<file path="src/rtl/m_beep_gen_if.sv">
// Command/status bundle between the UART frame decoder and the buzzer
// burst generator.
// Handshake: i_beep_en is a one-cycle strobe, with no ready. The command
// fields are sampled only on the edge where i_beep_en=1 is accepted.
// o_done and o_cmd_err are one-cycle status pulses. o_state mirrors the FSM
// state so it can be observed while debugging.
interface m_beep_gen_if;
  logic        i_beep_en;
  logic [31:0] i_beep_period;
  logic [31:0] i_beep_high;
  logic [15:0] i_beep_num;
  logic        o_beep;
  logic        o_busy;
  logic        o_done;
  logic        o_cmd_err;
  logic [1:0]  o_state;

  modport master (
    output i_beep_en, i_beep_period, i_beep_high, i_beep_num,
    input  o_beep, o_busy, o_done, o_cmd_err, o_state
  );

  modport slave (
    input  i_beep_en, i_beep_period, i_beep_high, i_beep_num,
    output o_beep, o_busy, o_done, o_cmd_err, o_state
  );
endinterface

</file>
<file path="src/rtl/m_beep_gen.sv">
// Buzzer burst generator. A command strobe latches period, high time and
// count. The block then plays o_num PWM periods on a registered o_beep.
// Optional macro BEEP_RETRIGGER_EN: when defined, a strobe during a running
// burst aborts that burst and restarts it with the new command.
// When the macro is undefined, a strobe during a running burst is ignored.
module m_beep_gen (
  input  logic       i_clk,
  input  logic       i_rst_n,
  m_beep_gen_if.slave bus
);

  localparam logic [1:0] ST_IDLE = 2'd0;
  localparam logic [1:0] ST_RUN  = 2'd1;
  localparam logic [1:0] ST_DONE = 2'd2;

`ifdef BEEP_RETRIGGER_EN
  localparam bit RETRIG = 1'b1;
`else
  localparam bit RETRIG = 1'b0;
`endif

  logic [1:0]  r_state;
  logic [31:0] r_period_l;
  logic [31:0] r_high_l;
  logic [15:0] r_num_l;
  logic [31:0] r_cnt;
  logic [15:0] r_pcnt;
  logic        r_beep;
  logic        r_done;
  logic        r_cmd_err;

  logic        accept;
  logic        cmd_bad;
  logic [31:0] high_clamped;

  // Command decode: is a strobe taken this edge, is it legal, and what is the
  // high time after clamping it to the period.
  always_comb begin
    accept       = bus.i_beep_en && ((r_state != ST_RUN) || RETRIG);
    cmd_bad      = (bus.i_beep_period == '0) || (bus.i_beep_num == '0);
    high_clamped = (bus.i_beep_high >= bus.i_beep_period) ? bus.i_beep_period
                                                          : bus.i_beep_high;
  end

  // Burst FSM, PWM counters and registered outputs.
  // If a command is rejected in the DONE cycle, the completion pulse takes
  // priority over the error pulse, so the two are never high together.
  always_ff @(posedge i_clk) begin
    if (!i_rst_n) begin
      r_state    <= ST_IDLE;
      r_period_l <= '0;
      r_high_l   <= '0;
      r_num_l    <= '0;
      r_cnt      <= '0;
      r_pcnt     <= '0;
      r_beep     <= 1'b0;
      r_done     <= 1'b0;
      r_cmd_err  <= 1'b0;
    end else begin
      r_done    <= 1'b0;
      r_cmd_err <= 1'b0;
      if (accept) begin
        r_beep <= 1'b0;
        if (r_state == ST_DONE) r_done <= 1'b1;
        if (cmd_bad) begin
          r_state <= ST_IDLE;
          if (r_state != ST_DONE) r_cmd_err <= 1'b1;
        end else begin
          r_period_l <= bus.i_beep_period;
          r_high_l   <= high_clamped;
          r_num_l    <= bus.i_beep_num;
          r_cnt      <= '0;
          r_pcnt     <= '0;
          r_state    <= ST_RUN;
        end
      end else begin
        case (r_state)
          ST_RUN: begin
            r_beep <= (r_cnt < r_high_l);
            if (r_cnt == r_period_l - 32'd1) begin
              r_cnt <= '0;
              if (r_pcnt == r_num_l - 16'd1) r_state <= ST_DONE;
              else                           r_pcnt  <= r_pcnt + 16'd1;
            end else begin
              r_cnt <= r_cnt + 32'd1;
            end
          end
          ST_DONE: begin
            r_done  <= 1'b1;
            r_beep  <= 1'b0;
            r_state <= ST_IDLE;
          end
          default: begin
            r_beep  <= 1'b0;
            r_state <= ST_IDLE;
          end
        endcase
      end
    end
  end

  assign bus.o_beep    = r_beep;
  assign bus.o_busy    = (r_state == ST_RUN);
  assign bus.o_done    = r_done;
  assign bus.o_cmd_err = r_cmd_err;
  assign bus.o_state   = r_state;

endmodule

</file>
<file path="src/flat_wrapper.sv">
// flat-port wrapper written by rule: the top's interface ports become plain ports
module m_beep_gen_flat 
  (i_clk, i_rst_n, bus_i_beep_en, bus_i_beep_period, bus_i_beep_high, bus_i_beep_num, bus_o_beep, bus_o_busy, bus_o_done, bus_o_cmd_err, bus_o_state);
  m_beep_gen_if bus_i ();
  input  logic i_clk;
  input  logic i_rst_n;
  input wire logic [$bits(bus_i.i_beep_en)-1:0] bus_i_beep_en;
  input wire logic [$bits(bus_i.i_beep_period)-1:0] bus_i_beep_period;
  input wire logic [$bits(bus_i.i_beep_high)-1:0] bus_i_beep_high;
  input wire logic [$bits(bus_i.i_beep_num)-1:0] bus_i_beep_num;
  output wire logic [$bits(bus_i.o_beep)-1:0] bus_o_beep;
  output wire logic [$bits(bus_i.o_busy)-1:0] bus_o_busy;
  output wire logic [$bits(bus_i.o_done)-1:0] bus_o_done;
  output wire logic [$bits(bus_i.o_cmd_err)-1:0] bus_o_cmd_err;
  output wire logic [$bits(bus_i.o_state)-1:0] bus_o_state;
  assign bus_i.i_beep_en = bus_i_beep_en;
  assign bus_i.i_beep_period = bus_i_beep_period;
  assign bus_i.i_beep_high = bus_i_beep_high;
  assign bus_i.i_beep_num = bus_i_beep_num;
  assign bus_o_beep = bus_i.o_beep;
  assign bus_o_busy = bus_i.o_busy;
  assign bus_o_done = bus_i.o_done;
  assign bus_o_cmd_err = bus_i.o_cmd_err;
  assign bus_o_state = bus_i.o_state;
  m_beep_gen u_core (.i_clk(i_clk), .i_rst_n(i_rst_n), .bus(bus_i));
endmodule
</file>
<file path="config.mk">
export PLATFORM = sky130hd
export DESIGN_NAME = m_beep_gen_flat
export DESIGN_NICKNAME = d
export VERILOG_FILES = /design/src/rtl/m_beep_gen_if.sv /design/src/rtl/m_beep_gen.sv /design/src/flat_wrapper.sv
export SDC_FILE = /design/constraint.sdc
export NUM_CORES = 1
export LEC_CHECK = 0
export ABC_CLOCK_PERIOD_IN_PS = 5100
export CAP_MARGIN = 20
export CORE_MARGIN = 4
export CORE_UTILIZATION = 45
export CTS_CLUSTER_SIZE = 20
export DETAILED_ROUTE_END_ITERATION = 12
export PLACE_DENSITY = 0.7
export SYNTH_ARGS = -nofsm -noshare
export SYNTH_HDL_FRONTEND = slang
export SYNTH_SLANG_ARGS = --single-unit
</file>
<file path="constraint.sdc">
create_clock -name i_clk -period 5.1 [get_ports i_clk]
set_input_delay 1.02 -clock i_clk [delete_from_list [all_inputs] [get_ports i_clk]]
set_output_delay 1.02 -clock i_clk [all_outputs]
set_load 0.05 [all_outputs]
</file>
==> reports/qor.yml, run 1 <==
pwr:
  leakage_uw: 0.00433
  power_density_nw_per_um2: 296
  power_report.internal_total_uw: 2220
  p_clk_share_pct: 41.8
  switching_part_of_the_total_pct: 29.0
  sequential_cell_fraction_of_total_power_pct: 37.4
  p_sw_uw: 908
  largest_vdd_supply_drop_uv: 227
  gate_power_share_pct: 20.8
sta:
  fin_skew_ns: 0.0106
  worst_slew_slack_as_a_fraction_of_its_limit_pct: 51.2
  highest_clock_frequency_the_design_can_meet_mhz: 256
  finalHoldViolations: 0
  fin_crit_sh_pct: 76.5
  worstMarginPinSlew_ns: 0.726
  layout_min_cycle_time_ns: 3.90
  slew_viol_final: 0
  totalNegativeSetupSlack_ns: 0
  setup_viol_count_final: 0
  grt_setup_unrepaired: "false"
grt:
  grt_overflow: 0
  met2_resource_use_gr_pct: 34.7
  groute.layer.met1.usage_pct: 34.8
  global_route.usage.total_pct: 23.6
  grt_pass1_vias: 7921
  busiest_layer: "met1"
  pin_count_of_the_biggest_net_entering_global_routing: 46
  number_of_antenna_violations_at_the_first_check_in_global_routing: 0
  global_route_wire_length_before_repair_microns: 41700
  groute.layer.met3.usage_pct: 4.32
synthesis:
  synth-simple-area-share_pct: 23.4
  synth_top_flop_cell: "sky130_fd_sc_hd__dfxtp_1"
  synth-warning-count: 0
  synth_seq_area_share_pct: 30.4
  synth_cells: 1092
  dominant_combinational_cell_family_by_area_after_synthesis: "simple AND/OR/NAND/NOR gates"
  synth.mux.area_fraction_pct: 0.599
  yosys.area_share.adder_pct: 9.56
  synthXorXnorAreaFrac_pct: 7.09
  synth_nets: 1242
  netlist_area_before_placement_sq_um: 8770
  distinct_cell_type_count_after_synthesis: 68
  compound_cell_area_share_of_the_yosys_netlist_pct: 23.2
  syn_area_per_cell_sq_um: 8.03
  synth-seq-cells: 133
  share_of_synthesized_flip_flops_with_an_asynchronous_set_or_reset_pct: 0
  synth_enable_flop_cells: 0
clocking:
  cts_inserted_buffers: 17
  cts_root_buf: "sky130_fd_sc_hd__clkbuf_16"
  cts_tree: "built"
  clk_pin_slew_ns: 0.06
  post_cts_resized: 0
  clock_buffer_depth: 2
  h-tree-depth: 4
  tritoncts_num_sinks: 133
  clock_insertion_delay_worst_skew_ns: 0.43
  cts_hold_buffers: 0
  cts_setup_buffers: 0
setup_path:
  cp.buffers_inverters: 2
  critPathRequiredTime_ns: 5.42
  worstSetupEndpointType: "flip-flop"
  crit_chain: "clkdlybuf4s50_1 > nor4_1 > nand4_1 > o21ai_1 > nor2_4 > inv_1 > or3_1 > nor2_1 > a221o_1"
  max_stage_delay_ns: 0.66
  cp_slowest_cell: "sky130_fd_sc_hd__nor4_1"
  critical_path_class: "in -> reg"
  crit_path_start_kind: "input pin"
  timing.critical_path.max_delay_family: "simple AND/OR/NAND/NOR gates"
  worstPathArrival_ns: 4.22
  crit_fanout: 19
placement:
  io_buffer_count: 88
  place_hpwl_microns: 19700
  total_placed_instance_area_sq_um: 9960
  placer_s_final_routability_congestion_estimate: 0.911
floorplan:
  boundaryPins: 89
  design.die.area_sq_um: 21800
  floorplan.initialDensity_pct: 46.3
  floorplan.die.height_microns: 148
  fp-row-count: 50
  dieWidth_microns: 148
  design.core.area_sq_um: 19000
final_layout:
  num-nets-final: 1319
  diodes: 0
  fraction_of_layout_cells_with_a_size_suffix_above_1_pct: 5.59
  postLayoutCellArea_sq_um: 10600
  syn_to_final_growth_pct: 20.6
  filler_cell_count: 1731
drt:
  viasPerCell: 5.86
  drt_drc_violations_left: 0
  drtPass1Iterations: 5
  wl_per_cell_microns: 17.7
  totalWireLength_microns: 25500
  detail-route-antenna-nets: 0
  via_count: 8450
  drtIter0Drc: 644
hold_path:
  min-delay-path-class: "reg -> reg"
run:
  max_cap_violations: 0
outcome:
  result_of_the_run: "completed"
flip-flops by register name (all words and copies together), names as in the netlist:
name and count:
u_core.r_cnt 32, u_core.r_num_l 16, u_core.bus.o_done 1, u_core.bus.o_state 2, u_core.bus.o_beep 1, u_core.r_high_l 32, u_core.r_pcnt 16, u_core.r_period_l 32
u_core.bus.o_cmd_err 1
metal layers:
layer	part of all wire (%)	vias to the layer above	routed length (microns)
met2	42	266	10800
met3	6.5	33	1660
li1	-	4186	-
met1	49	3965	12600
met5	0	-	0
met4	2.0	0	513
path summary, 6_finish.rpt:
path | from | slack (ns) | to | cells past startpoint
setup / recovery | bus_i_beep_period[24] | 1.20 | u_core.r_high_l[4] | 9
hold / removal | u_core.r_period_l[31] | 0.48 | u_core.r_period_l[31] | 2
setup reg to reg | u_core.r_period_l[8] | 1.23 | u_core.r_pcnt[6] | 10
hold reg to reg | u_core.r_period_l[31] | 0.48 | u_core.r_period_l[31] | 2
cells in the final DEF, fill, tap and decap left out, types with 27 or more instances in the layout:
cell type                         count
sky130_fd_sc_hd__nand3_1             60
sky130_fd_sc_hd__clkdlybuf4s50_1     88
sky130_fd_sc_hd__a21oi_1             33
sky130_fd_sc_hd__nand2_1            110
sky130_fd_sc_hd__ha_1                67
sky130_fd_sc_hd__dfxtp_1            133
sky130_fd_sc_hd__a21o_1              59
sky130_fd_sc_hd__nor2_1              41
sky130_fd_sc_hd__a22o_1              28
sky130_fd_sc_hd__nor4_1              28
sky130_fd_sc_hd__inv_1               85
sky130_fd_sc_hd__nand4_1             29
sky130_fd_sc_hd__o21ai_0             71
sky130_fd_sc_hd__o311ai_0            27
sky130_fd_sc_hd__xnor2_1             47
per-stage QoR:
step	hold slack (ns)	std cells	worst slack (ns)	util, %	power, uW
global route	0.538	1441	0.886	55.8	3270
CTS	0.485	1441	1.27	55.8	3140
global placement	0.475	1410	0.893	52.5	1820
floorplan	0.445	1092	1.68	-	1600
detailed placement	0.474	1410	0.827	52.5	1830
finish	0.482	1441	1.20	55.8	3130
synthesized netlist by cell type (all sizes together), types with 7 or more instances:
cell type,n,area (sq um)
a21o,59,443
a21oi,33,165
a22o,28,245
and2,11,68.8
and3,7,43.8
and4,7,61.3
buf,8,45.0
clkbuf,39,146
dfxtp,133,2660
ha,67,838
inv,85,319
nand2,110,413
nand2b,10,62.6
nand3,60,300
nand4,29,181
nor2,42,158
nor2b,13,81.3
nor3,26,135
nor4,30,200
o21ai,75,375
o22ai,8,50.1
o311ai,27,236
o31ai,8,60.1
or3,19,119
or4,11,86.3
xnor2,47,412
xor2,24,210
power groups by stage:
stage | combinational [uW] | sequential [uW] | clock [uW]
after floorplan | 432 | 1170 | 0
after global placement | 637 | 1190 | 0
after detailed placement | 644 | 1190 | 0
after CTS | 648 | 1170 | 1320
after global routing | 727 | 1180 | 1360
final | 652 | 1170 | 1310
cell type report:
| type | instances | area, sq um | area share [%] |
|---|---|---|---|
| clock buffers | 19 | 443 | 4.19 |
| well taps | 260 | 325 | 3.08 |
| repair buffers | 105 | 1020 | 9.65 |
| clock inverters | 12 | 178 | 1.68 |
| inverters | 85 | 319 | 3.02 |
| flip-flops and latches | 133 | 2660 | 25.2 |
| multi-input cells | 827 | 5630 | 53.2 |
cells by family after synthesis:
family          count (synthesis)
simple gates                  393
compound gates                291
flops                         133
buf+inv                       132
xor+xnor                       71
fa+ha+maj                      67
mux                             5
worst reg2reg max path: cells and delay by family, from the launching register on:
family,cells,cell delay (ns)
buf+inv,1,0.23
simple gates,5,2.17
flops,1,0.38
mux,1,0.38
compound gates,3,0.65
(Power assumes the default switching activity.)
==> run 2: changes to the inputs <==
- ABC_CLOCK_PERIOD_IN_PS: 5100 -> 3950
- clock period: 5.1 -> 3.95 ns (I/O delays scaled with it)
==> reports/qor.yml, run 2 (synthesized netlist as in run 1, its figures left out) <==
grt:
  grt_pass1_vias: 8099  # was 7,921
  global_route.usage.total_pct: 23.2  # was 23.6%
  grt_overflow: 0  # unchanged
  global_route_wire_length_before_repair_microns: 41400  # was 41,700 microns
  pin_count_of_the_biggest_net_entering_global_routing: 47  # was 46
  number_of_antenna_violations_at_the_first_check_in_global_routing: 0  # unchanged
sta:
  fin_crit_sh_pct: 93.1
  fin_skew_ns: 0.0101  # was 0.0106 ns
  totalNegativeSetupSlack_ns: 0  # unchanged
  finalHoldViolations: 0  # unchanged
  worstMarginPinSlew_ns: 0.724  # was 0.726 ns
  setup_viol_count_final: 0  # unchanged
  worst_slew_slack_as_a_fraction_of_its_limit_pct: 51.3  # was 51.2%
  layout_min_cycle_time_ns: 3.68
  highest_clock_frequency_the_design_can_meet_mhz: 272
  slew_viol_final: 0  # unchanged
  grt_setup_unrepaired: "false"  # unchanged
clocking:
  tritoncts_num_sinks: 133  # unchanged
  h-tree-depth: 4  # unchanged
  clock_insertion_delay_worst_skew_ns: 0.43  # about the same
  cts_inserted_buffers: 17  # unchanged
  cts_setup_buffers: 0  # unchanged
  post_cts_resized: 0  # unchanged
  cts_hold_buffers: 0  # unchanged
  clk_pin_slew_ns: 0.06  # about the same
  cts_root_buf: "sky130_fd_sc_hd__clkbuf_16"  # unchanged
  cts_tree: "built"  # unchanged
  clock_buffer_depth: 2  # unchanged
drt:
  wl_per_cell_microns: 17.2  # was 17.7 microns
  viasPerCell: 5.84  # was 5.86
  totalWireLength_microns: 25100  # was 25,500 microns
  drt_drc_violations_left: 0  # unchanged
  via_count: 8521  # was 8,450
  drtIter0Drc: 649  # was 644
  detail-route-antenna-nets: 0  # unchanged
  drtPass1Iterations: 7  # was 5
setup_path:
  worstSetupEndpointType: "flip-flop"  # unchanged
  crit_path_start_kind: "flip-flop"  # was input pin
  crit_fanout: 30  # was 19
  critPathRequiredTime_ns: 4.31  # was 5.42 ns
  crit_chain: "or3_1 > or3_1 > a2111oi_0 > o2111ai_1 > nor4_1 > and4_1 > a31oi_4 > buf_12 > or4_1 > a21oi_1"  # was clkdlybuf4s50_1 > nor4_1 > nand4_1 > o21ai_1 > nor2_4 > inv_1 > or3_1 > nor2_1 > a221o_1
  critical-path-top-cell-by-count: "sky130_fd_sc_hd__or3_1"
  cp.buffers_inverters: 1  # was 2
  cp_slowest_cell: "sky130_fd_sc_hd__a2111oi_0"  # was sky130_fd_sc_hd__nor4_1
  max_stage_delay_ns: 0.61  # was 0.66 ns
  worstPathArrival_ns: 4.04  # was 4.22 ns
  timing.critical_path.max_delay_family: "simple AND/OR/NAND/NOR gates"  # unchanged
  critical_path_class: "reg -> reg"  # was in -> reg
final_layout:
  most-common-layout-cells: "sky130_fd_sc_hd__dfxtp_1, sky130_fd_sc_hd__nand2_1, sky130_fd_sc_hd__clkdlybuf4s50_1, sky130_fd_sc_hd__inv_1, sky130_fd_sc_hd__o21ai_0"  # unchanged
  diodes: 0  # unchanged
  biggestRegsByFlops: "u_core.r_cnt x32, u_core.r_high_l x32, u_core.r_period_l x32"  # unchanged
  final_core_util_pct: 56.4  # was 55.8%
  num-nets-final: 1337  # was 1,319
  syn_to_final_growth_pct: 21.8  # was 20.6%
  finalNonFillerCells: 1459  # was 1,441
  fraction_of_layout_cells_with_a_size_suffix_above_1_pct: 6.76  # was 5.59%
  layout_commonest_cell: "sky130_fd_sc_hd__dfxtp_1"  # unchanged
floorplan:
  design.die.area_sq_um: 21800  # unchanged
  floorplan.die.height_microns: 148  # unchanged
  floorplan.initialDensity_pct: 46.3  # unchanged
  design.core.area_sq_um: 19000  # unchanged
  fp-row-count: 50  # unchanged
  boundaryPins: 89  # unchanged
  dieWidth_microns: 148  # unchanged
pwr:
  leakage_uw: 0.00440  # was 0.00433 uW
  power_density_nw_per_um2: 368  # was 296 nW/um^2
  largest_vdd_supply_drop_uv: 309  # was 227 uV
  total_power_uw: 3940  # was 3130 uW
placement:
  io_buffer_count: 88  # unchanged
  dpl.cell_count: 1428  # was 1,410
  place_hpwl_microns: 19500  # was 19,700 microns
  placer_s_final_routability_congestion_estimate: 0.898  # was 0.911
run:
  max_cap_violations: 0  # unchanged
hold_path:
  min-delay-path-class: "reg -> reg"  # unchanged
outcome:
  result_of_the_run: "completed"  # unchanged
==> run 2: power by group <==
| group | internal [uW] | switching, uW | leakage, uW |
|---|---|---|---|
| clock | 957 | 601 | 0.000269 |
| combinational | 402 | 470 | 0.00304 |
| sequential | 1420 | 83.0 | 0.00109 |
==> run 2: stage by stage <==
| step | area (sq um) | hold slack [ns] | worst slack [ns] |
|---|---|---|---|
| after floorplan | 8770 | 0.445 | 0.667 |
| final | 10700 | 0.482 | 0.271 |
| after CTS | 10700 | 0.488 | 0.301 |
| after global placement | 10100 | 0.471 | 0.143 |
| after detailed placement | 10100 | 0.482 | 0.0965 |
| after global routing | 10700 | 0.513 | 0.150 |
==> run 2: cell type report <==
cell class,instances,area [sq um]
inverters,85,319
flip-flops and latches,133,2660
fillers,1717,8270
clock buffers,23,468
clock inverters,8,101
well taps,260,325
multi-input cells,827,5630
repair buffers,123,1180
==> run 2: final timing paths <==
kind / from / depth (start not counted) / to / slack [ns]
worst max register to register: u_core.r_period_l[2] / 10 / u_core.r_pcnt[14] / 0.27
worst min-delay path: u_core.r_period_l[31] / 2 / u_core.r_period_l[31] / 0.48
worst min register to register: u_core.r_period_l[31] / 2 / u_core.r_period_l[31] / 0.48
worst max-delay path: u_core.r_period_l[2] / 10 / u_core.r_pcnt[14] / 0.27
==> run 2: worst reg2reg max path, cell delays in order, from the launching register on <==
cell,delay [ns]
sky130_fd_sc_hd__dfxtp_1,0.37
sky130_fd_sc_hd__or3_1,0.46
sky130_fd_sc_hd__or3_1,0.39
sky130_fd_sc_hd__a2111oi_0,0.61
sky130_fd_sc_hd__o2111ai_1,0.20
sky130_fd_sc_hd__nor4_1,0.26
sky130_fd_sc_hd__and4_1,0.36
sky130_fd_sc_hd__a31oi_4,0.12
sky130_fd_sc_hd__buf_12,0.17
sky130_fd_sc_hd__or4_1,0.51
sky130_fd_sc_hd__a21oi_1,0.15
==> run 2: metal layers <==
layer	GRT usage, %	wire length, microns	up-vias
met4	6.15	395	0
li1	-	-	4204
met1	33.3	12200	4004
met5	0	0	-
met2	35.9	11000	279
met3	3.89	1510	34
==> run 3: changes to the inputs <==
- REMOVE_ABC_BUFFERS: default -> 1
==> reports/qor.yml, run 3 (synthesized netlist as in run 1, its figures left out) <==
final_layout:
  layout_commonest_cell: "sky130_fd_sc_hd__dfxtp_1"  # unchanged
  most-common-layout-cells: "sky130_fd_sc_hd__dfxtp_1, sky130_fd_sc_hd__nand2_1, sky130_fd_sc_hd__clkdlybuf4s50_1, sky130_fd_sc_hd__inv_1, sky130_fd_sc_hd__o21ai_0"  # unchanged
  diodes: 0  # unchanged
  multi_input_comb_area_sq_um: 5630  # unchanged
  biggestRegsByFlops: "u_core.r_cnt x32, u_core.r_high_l x32, u_core.r_period_l x32"  # unchanged
  syn_to_final_growth_pct: 22.6  # was 21.8%
  fraction_of_layout_cells_with_a_size_suffix_above_1_pct: 6.61  # was 6.76%
  filler_cell_count: 1742  # was 1,717
  ff_latch_area_sq_um: 2660  # unchanged
  num-nets-final: 1333  # was 1,337
sta:
  finalHoldViolations: 0  # unchanged
  setup_viol_count_final: 0  # unchanged
  layout_min_cycle_time_ns: 3.71  # was 3.68 ns
  worst_slew_slack_as_a_fraction_of_its_limit_pct: 45.3  # was 51.3%
  fin_skew_ns: 0.0105  # was 0.0101 ns
  slew_viol_final: 0  # unchanged
  grt_setup_unrepaired: "false"  # unchanged
  worstMarginPinSlew_ns: 0.815  # was 0.724 ns
  highest_clock_frequency_the_design_can_meet_mhz: 270  # was 272 MHz
  hold_ws_ns: 0.480  # was 0.482 ns
  fin_crit_sh_pct: 93.9  # was 93.1%
pwr:
  largest_vdd_supply_drop_uv: 257  # was 309 uV
  power_report.internal_total_uw: 3010  # was 2780 uW
  power_density_nw_per_um2: 389  # was 368 nW/um^2
  gate_power_share_pct: 20.7  # was 22.2%
  p_clk_share_pct: 43.3  # was 39.6%
  total_power_uw: 4180  # was 3940 uW
  sequential_cell_fraction_of_total_power_pct: 36.0  # was 38.3%
  p_sw_uw: 1170  # was 1150 uW
  leakage_uw: 0.00442  # was 0.00440 uW
  switching_part_of_the_total_pct: 28.1  # was 29.3%
drt:
  totalWireLength_microns: 24900  # was 25,100 microns
  top_signal_layer_used: "met4"  # unchanged
  via_count: 8451  # was 8,521
  drtPass1Iterations: 5  # was 7
  met3RoutedLength_microns: 1380  # was 1510 microns
  detail-route-antenna-nets: 0  # unchanged
  routed-wl-met2_microns: 11500  # was 11,000 microns
  viasPerCell: 5.80  # was 5.84
  drt_drc_violations_left: 0  # unchanged
  wl_per_cell_microns: 17.1  # was 17.2 microns
  drtIter0Drc: 672  # was 649
  wire_length_on_met1_microns: 11700  # was 12,200 microns
setup_path:
  critical_path_class: "reg -> reg"  # unchanged
  worstSetupEndpointType: "flip-flop"  # unchanged
  end_of_the_worst_register_to_register_path: "u_core.r_pcnt[10]"  # was u_core.r_pcnt[14]
  critPathRequiredTime_ns: 4.31  # about the same
  worstRegToRegCells: 10  # unchanged
  worstPathArrival_ns: 4.07  # was 4.04 ns
  crit_fanout: 19  # was 30
  max_stage_delay_ns: 0.58  # was 0.61 ns
  worst_r2r_startpoint: "u_core.r_period_l[8]"  # was u_core.r_period_l[2]
  cp.buffers_inverters: 1  # unchanged
  crit_chain: "nor4_2 > nand3b_1 > nor3_1 > mux2_2 > a32oi_1 > and4_1 > a31oi_4 > buf_12 > or4_1 > nand2_1"  # was or3_1 > or3_1 > a2111oi_0 > o2111ai_1 > nor4_1 > and4_1 > a31oi_4 > buf_12 > or4_1 > a21oi_1
  crit_path_start_kind: "flip-flop"  # unchanged
  cp_slowest_cell: "sky130_fd_sc_hd__nor4_2"  # was sky130_fd_sc_hd__a2111oi_0
  timing.critical_path.max_delay_family: "simple AND/OR/NAND/NOR gates"  # unchanged
  reg2reg_setup_slack_ns: 0.24  # was 0.27 ns
floorplan:
  design.die.area_sq_um: 21800  # unchanged
  design.core.area_sq_um: 19000  # unchanged
  floorplan.initialDensity_pct: 46.3  # unchanged
  boundaryPins: 89  # unchanged
  floorplan.die.height_microns: 148  # unchanged
  dieWidth_microns: 148  # unchanged
  fp-row-count: 50  # unchanged
grt:
  pin_count_of_the_biggest_net_entering_global_routing: 62  # was 47
  grt_pass1_vias: 8003  # was 8,099
  global_route.usage.total_pct: 22.4  # was 23.2%
  global_route_wire_length_before_repair_microns: 40200  # was 41,400 microns
  grt_overflow: 0  # unchanged
  number_of_antenna_violations_at_the_first_check_in_global_routing: 0  # unchanged
hold_path:
  whs_endpoint: "u_core.r_period_l[31]"  # unchanged
  hold_path_depth: 2  # unchanged
  hold_path.startpoint: "u_core.r_period_l[31]"  # unchanged
  min-delay-path-class: "reg -> reg"  # unchanged
placement:
  io_buffer_count: 88  # unchanged
  place_hpwl_microns: 18900  # was 19,500 microns
  placer_s_final_routability_congestion_estimate: 0.894  # was 0.898
clocking:
  clock_insertion_delay_worst_skew_ns: 0.42  # was 0.43 ns
  cts_inserted_buffers: 17  # unchanged
  tritoncts_num_sinks: 133  # unchanged
  clock_buffer_depth: 2  # unchanged
  clk_pin_slew_ns: 0.06  # about the same
  h-tree-depth: 4  # unchanged
  cts_tree: "built"  # unchanged
  cts_setup_buffers: 0  # unchanged
  post_cts_resized: 0  # unchanged
  cts_hold_buffers: 0  # unchanged
  cts_root_buf: "sky130_fd_sc_hd__clkbuf_16"  # unchanged
outcome:
  result_of_the_run: "completed"  # unchanged
run:
  max_cap_violations: 0  # unchanged
run 3: per-stage QoR:
| stage | TNS (ns) | setup slack (ns) | area [sq um] | utilization [%] | cells |
|---|---|---|---|---|---|
| after global placement | 0 | 0.150 | 10100 | 53.2 | 1424 |
| after CTS | 0 | 0.240 | 10700 | 56.7 | 1456 |
| after floorplan | -42.69 | -0.790 | 8580 | - | 1045 |
| after detailed placement | 0 | 0.0721 | 10100 | 53.2 | 1424 |
| final | 0 | 0.241 | 10700 | 56.7 | 1456 |
| after global routing | 0 | 0.0236 | 10700 | 56.7 | 1456 |
run 3: per-layer routing:
metal	vias up	GRT usage [%]
li1	4198	-
met1	3972	30.2
met2	265	37.8
met3	16	3.89
met4	0	4.66
met5	-	0
run 3: how the worst max path moves through the flow:
stage / start / end / slack (ns) / cells past startpoint
final: u_core.r_period_l[8] / u_core.r_pcnt[10] / 0.24 / 10
after global routing: u_core.r_period_l[8] / u_core.r_pcnt[8] / 0.02 / 10
after CTS: u_core.r_period_l[8] / u_core.r_pcnt[10] / 0.24 / 10
after detailed placement: bus_i_beep_period[17] / u_core.r_high_l[0] / 0.07 / 13
after global placement: bus_i_beep_period[17] / u_core.r_high_l[26] / 0.15 / 13
after floorplan: bus_i_beep_period[25] / u_core.r_high_l[14] / -0.79 / 10
run 3: power groups by stage:
stage,registers (uW),logic [uW],clock network [uW]
global placement,1530,847,0
detailed placement,1530,859,0
global route,1510,957,1890
floorplan,1510,535,0
CTS,1500,864,1820
finish,1500,866,1810
run 3: cell type report:
class | count | area share (%)
Clock buffer | 20 | 4.06
Clock inverter | 12 | 2.11
Inverter | 85 | 2.97
Multi-Input combinational cell | 827 | 52.4
Sequential cell | 133 | 24.8
Tap cell | 260 | 3.03
Timing Repair Buffer | 119 | 10.7
run 3: tightest hold or removal path, delay by kind of cell, from the launching register on:
family	cells	cell delay, ns
AOI/OAI and AO/OA	1	0.05
and+or+nand+nor	1	0.05
DFF	1	0.34
